$ cat src/rtl/flash_read_master.sv
// flash_read_master
// Avalon-MM read master that fetches one 32-bit flash word per request pulse
// and hands it downstream with a one-cycle read_data_flag strobe. Requests
// that arrive while a read is in flight are held in a single pending slot
// (latest address wins) and issued as soon as the current read completes.
// A read that never returns readdatavalid is abandoned after TIMEOUT_CYCLES
// cycles: it returns zero data, still pulses the flag, and sets a sticky error.

module flash_read_master #(
    parameter int ADDR_W         = 23,
    parameter int DATA_W         = 32,
    parameter int TIMEOUT_CYCLES = 1024
) (
    input  logic              clk50M,
    input  logic              reset,
    input  logic              read_addr_flag,
    input  logic [ADDR_W-1:0] current_address,
    output logic              flash_mem_read,
    output logic [ADDR_W-1:0] flash_mem_address,
    output logic [3:0]        flash_mem_byteenable,
    input  logic              flash_mem_waitrequest,
    input  logic [DATA_W-1:0] flash_mem_readdata,
    input  logic              flash_mem_readdatavalid,
    output logic [DATA_W-1:0] flash_data,
    output logic              read_data_flag,
    output logic              busy,
    output logic              timeout_err
);

    localparam int CNT_W = $clog2(TIMEOUT_CYCLES) + 1;

    typedef enum logic [1:0] {
        IDLE       = 2'd0,
        ISSUE      = 2'd1,
        WAIT_VALID = 2'd2
    } state_t;

    state_t             state;
    logic               pending;
    logic [ADDR_W-1:0]  pending_address;
    logic [CNT_W-1:0]   timeout_count;

    logic               wait_done;
    logic               serve_next;
    logic [ADDR_W-1:0]  next_address;

    // Whole words are always fetched.
    assign flash_mem_byteenable = 4'hF;
    assign busy                 = (state != IDLE);

    // The read finishes on returned data, or when the counter reaches its last
    // allowed value without data (data takes priority in the same cycle).
    assign wait_done = flash_mem_readdatavalid ||
                       (timeout_count == CNT_W'(TIMEOUT_CYCLES - 1));

    // A request landing in the completion cycle counts as the newest pending
    // request, so it overrides an older pending address.
    assign serve_next   = pending || read_addr_flag;
    assign next_address = read_addr_flag ? current_address : pending_address;

    // Read handshake sequencer with pending slot, timeout and registered outputs.
    always_ff @(posedge clk50M or posedge reset) begin
        if (reset) begin
            state             <= IDLE;
            flash_mem_read    <= 1'b0;
            flash_mem_address <= '0;
            flash_data        <= '0;
            read_data_flag    <= 1'b0;
            pending           <= 1'b0;
            pending_address   <= '0;
            timeout_count     <= '0;
            timeout_err       <= 1'b0;
        end else begin
            read_data_flag <= 1'b0;
            case (state)
                IDLE: begin
                    if (read_addr_flag) begin
                        flash_mem_address <= current_address;
                        flash_mem_read    <= 1'b1;
                        state             <= ISSUE;
                    end
                end

                ISSUE: begin
                    if (read_addr_flag) begin
                        pending         <= 1'b1;
                        pending_address <= current_address;
                    end
                    // Address and read stay frozen until the slave accepts.
                    if (!flash_mem_waitrequest) begin
                        flash_mem_read <= 1'b0;
                        timeout_count  <= '0;
                        state          <= WAIT_VALID;
                    end
                end

                WAIT_VALID: begin
                    if (wait_done) begin
                        read_data_flag <= 1'b1;
                        if (flash_mem_readdatavalid) begin
                            flash_data <= flash_mem_readdata;
                        end else begin
                            flash_data  <= '0;
                            timeout_err <= 1'b1;
                        end
                        if (serve_next) begin
                            flash_mem_address <= next_address;
                            flash_mem_read    <= 1'b1;
                            pending           <= 1'b0;
                            state             <= ISSUE;
                        end else begin
                            state <= IDLE;
                        end
                    end else begin
                        timeout_count <= timeout_count + 1'b1;
                        if (read_addr_flag) begin
                            pending         <= 1'b1;
                            pending_address <= current_address;
                        end
                    end
                end

                default: begin
                    flash_mem_read <= 1'b0;
                    state          <= IDLE;
                end
            endcase
        end
    end

endmodule

$ cat config.mk
export PLATFORM = sky130hd
export DESIGN_NAME = flash_read_master
export DESIGN_NICKNAME = d
export VERILOG_FILES = /design/src/rtl/flash_read_master.sv
export SDC_FILE = /design/constraint.sdc
export NUM_CORES = 1
export LEC_CHECK = 0
export CAP_MARGIN = 30
export CELL_PAD_IN_SITES_DETAIL_PLACEMENT = 1
export CELL_PAD_IN_SITES_GLOBAL_PLACEMENT = 1
export CORE_ASPECT_RATIO = 0.8
export CORE_MARGIN = 4
export CORE_UTILIZATION = 37
export DETAILED_ROUTE_END_ITERATION = 8
export PLACE_DENSITY = 0.77
export SYNTH_ARGS = -nofsm -noshare
export SYNTH_HDL_FRONTEND = slang
export SYNTH_SLANG_ARGS = --single-unit
$ cat constraint.sdc
create_clock -name clk50M -period 4 [get_ports clk50M]
set_input_delay 0.8 -clock clk50M [delete_from_list [all_inputs] [get_ports clk50M]]
set_output_delay 0.8 -clock clk50M [all_outputs]
set_load 0.01 [all_outputs]
==> flow_summary.json <==
{
  "fraction_of_power_spent_switching_nets_pct": 30.67,
  "tns_ps": 0,
  "cts_repair_resize_count": 0,
  "vias": 2863,
  "route.antenna.remaining_nets": 0,
  "chipWidth_um": 125.5,
  "first_global_vias": 3131,
  "slew_headroom_pct": 48.80,
  "initial_utilization_pct": 37.68,
  "grt_remaining_overflow": 0,
  "pwr-share-comb_pct": 39.9,
  "grt.total_usage_pct": 15.88,
  "chipHeight_um": 102.0,
  "grt_setup_unrepaired": "no",
  "met3_usage_pct": 6.270,
  "numCtsBuffers": 9,
  "drc": 0,
  "postLayoutCellArea_um2": 5673,
  "max-clock-path-buffers": 2,
  "startpoint_type": "primary input",
  "floorplan.rows": 34,
  "timing.final.max_slew_violations": 0,
  "ctsHoldBuffers": 0,
  "ys_seq_area_share_pct": 58.16,
  "grt_start_max_net_pins": 45,
  "mostFrequentLayoutCells": "118 x sky130_fd_sc_hd__clkdlybuf4s50_1, 95 x sky130_fd_sc_hd__dfrtp_1, 67 x sky130_fd_sc_hd__mux2_2",
  "cts_tree": "built",
  "asyncSetResetFlopFracSynth_pct": 100.0,
  "hold_violations": 0,
  "cts.sink_count": 95,
  "overall_die_area_um2": 12800,
  "period_needed_ps": 2578,
  "dpl_cell_area_um2": 5378,
  "grt_pass1_wl_um": 16180,
  "drt_iter0_drc": 62,
  "holdCritPathClass": "reg2reg",
  "postSynthRegisterBits": 95,
  "critical_path_class": "in2reg",
  "syn-mean-instance-area_um2": 13.67,
  "hpwlAfterDp_um": 7103,
  "ctsRootBufferMaster": "sky130_fd_sc_hd__clkbuf_16",
  "cp.required_ps": 4220,
  "routabilityCongestion": 0.8113,
  "drt-pass1-iter-count": 4,
  "endpoint_kind_of_the_worst_setup_timing_path": "register",
  "critical_path.max_fanout": 23,
  "synth_flop_cell": "sky130_fd_sc_hd__dfrtp_1",
  "total_leakage_power_nw": 2.375,
  "top_level_ports": 123,
  "busiest_layer": "met2",
  "port-buffer-count": 118,
  "cts.htree.levels": 3,
  "report.final.setup_viol": 0,
  "leading_cell_type_in_the_layout_fill_and_taps_excluded": "sky130_fd_sc_hd__clkdlybuf4s50_1",
  "use_met1_pct": 19.50,
  "initial_antenna_violation_count": 0,
  "status": "finished clean",
  "routed_wire_length_per_instance_um": 17.62,
  "syn2layout_area_growth_pct": 38.78,
  "vdd_drop_max_v": 0.0002929,
  "clk_pin_slew_ps": 70,
  "floorplan.core_area_um2": 10850,
  "timing.max_cap.violations": 0,
  "postCtsSetupRepairBufs": 0,
  "layout.nets": 479,
  "fin_util_pct": 52.30,
  "antenna_cells": 0,
  "post_synth_inst_count": 299,
  "insertion_delay_ps": 340,
  "wl_um": 9988,
  "synth-warning-count": 0,
  "switchingPower_mw": 1.275,
  "synth_area_um2": 4088,
  "cp.arrival_ps": 2800,
  "portion_of_total_power_attributed_to_the_clock_network_pct": 20.6,
  "slew_worst_pin_ps": 767.1,
  "timing.final.crit_share_pct": 64.44,
  "pwr-share-seq_pct": 39.6,
  "detail_route.vias_per_cell": 5.049,
  "power.density_cell_area_nw_per_um2": 733.2,
  "clock_skew_ps": 6.067,
  "number_of_enable_type_register_cells_in_the_synthesized_netlist": 0,
  "p_total_mw": 4.159,
  "cellInternalPower_mw": 2.884,
  "share_of_cells_above_drive_strength_1_pct": 22.70,
  "synthDistinctLibCells": 47,
  "maxClockFrequency_mhz": 388.0,
  "gr-usage-met2_pct": 26.58
}
==> worst paths after layout <==
check                      slack [ps]                     to  cells past startpoint                    start
setup reg to reg                 1790  flash_mem_address[13]                      6         timeout_count[0]
max in group asynchronous        2270         flash_data[29]                      3                    reset
hold / removal                    460            timeout_err                      1              timeout_err
min in group asynchronous         910          flash_data[4]                      2                    reset
hold reg to reg                   460            timeout_err                      1              timeout_err
setup / recovery                 1420    pending_address[11]                      6  flash_mem_readdatavalid
==> area by class of cell <==
cell class                      instances  area (um^2)
Clock buffer                           10        229.0
Clock inverter                          6        66.31
Fill cell                            1100         5175
Inverter                                6        23.77
Multi-Input combinational cell        181         1563
Sequential cell                        95         2377
Tap cell                              144        180.2
Timing Repair Buffer                  125         1234
==> critical path, cell delays in order <==
cell                              delay, ps
sky130_fd_sc_hd__clkdlybuf4s50_1        490
sky130_fd_sc_hd__nor3b_1                410
sky130_fd_sc_hd__o21ai_0                190
sky130_fd_sc_hd__a31oi_2                160
sky130_fd_sc_hd__buf_4                  340
sky130_fd_sc_hd__mux2_2                 390
==> metrics by stage <==
| step | hold slack [ps] | setup slack (ps) | std cells |
|---|---|---|---|
| after CTS | 466.8 | 1433 | 567 |
| after floorplan | 470.2 | 723.0 | 302 |
| after global routing | 502.0 | 1329 | 567 |
| after global placement | 447.9 | 1115 | 551 |
| final | 462.5 | 1422 | 567 |
| after detailed placement | 452.0 | 1060 | 551 |
==> cells by family after synthesis <==
logic type	synth area share (%)
muxes	19.53
other	0.09174
and+or+nand+nor	5.755
buffers and inverters	3.979
AOI/OAI and AO/OA	12.18
adders and majority gates	0.3060
DFF	58.16
==> metal layers <==
layer | routed length [um] | part of all wire, %
met3 | 766 | 7.7
met4 | 65 | 0.65
met2 | 4736 | 47
met5 | 0 | 0
met1 | 4419 | 44
==> power groups by stage <==
stage | Combinational [mW] | Sequential [mW] | Clock (mW)
3_3_place_gp | 1.64 | 1.63 | 0
3_5_place_dp | 1.69 | 1.66 | 0
5_1_grt | 1.78 | 1.70 | 0.922
4_1_cts | 1.70 | 1.65 | 0.884
6_report | 1.66 | 1.65 | 0.855
2_1_floorplan | 0.805 | 1.72 | 0
==> sequential cells by signal, summed over array words and instances (netlist names), 2 cells and up <==
name / count
pending_address: 23
state: 2
flash_data: 32
flash_mem_address: 23
timeout_count: 11
==> cells in the mapped netlist (4+ instances only) <==
| library cell | count | area [um^2] |
|---|---|---|
| sky130_fd_sc_hd__dfrtp_1 | 95 | 2377 |
| sky130_fd_sc_hd__mux2_2 | 67 | 754.5 |
| sky130_fd_sc_hd__a22o_1 | 32 | 280.3 |
| sky130_fd_sc_hd__nand2_1 | 12 | 45.04 |
| sky130_fd_sc_hd__a21oi_1 | 7 | 35.03 |
| sky130_fd_sc_hd__buf_2 | 7 | 35.03 |
| sky130_fd_sc_hd__nor2_1 | 6 | 22.52 |
| sky130_fd_sc_hd__a31oi_1 | 5 | 31.28 |
| sky130_fd_sc_hd__buf_4 | 5 | 37.54 |
| sky130_fd_sc_hd__buf_6 | 5 | 56.30 |
| sky130_fd_sc_hd__inv_1 | 5 | 18.77 |
| sky130_fd_sc_hd__nand3_1 | 5 | 25.02 |
| sky130_fd_sc_hd__o21ai_0 | 4 | 20.02 |
Power figures use the tool's default switching activity.
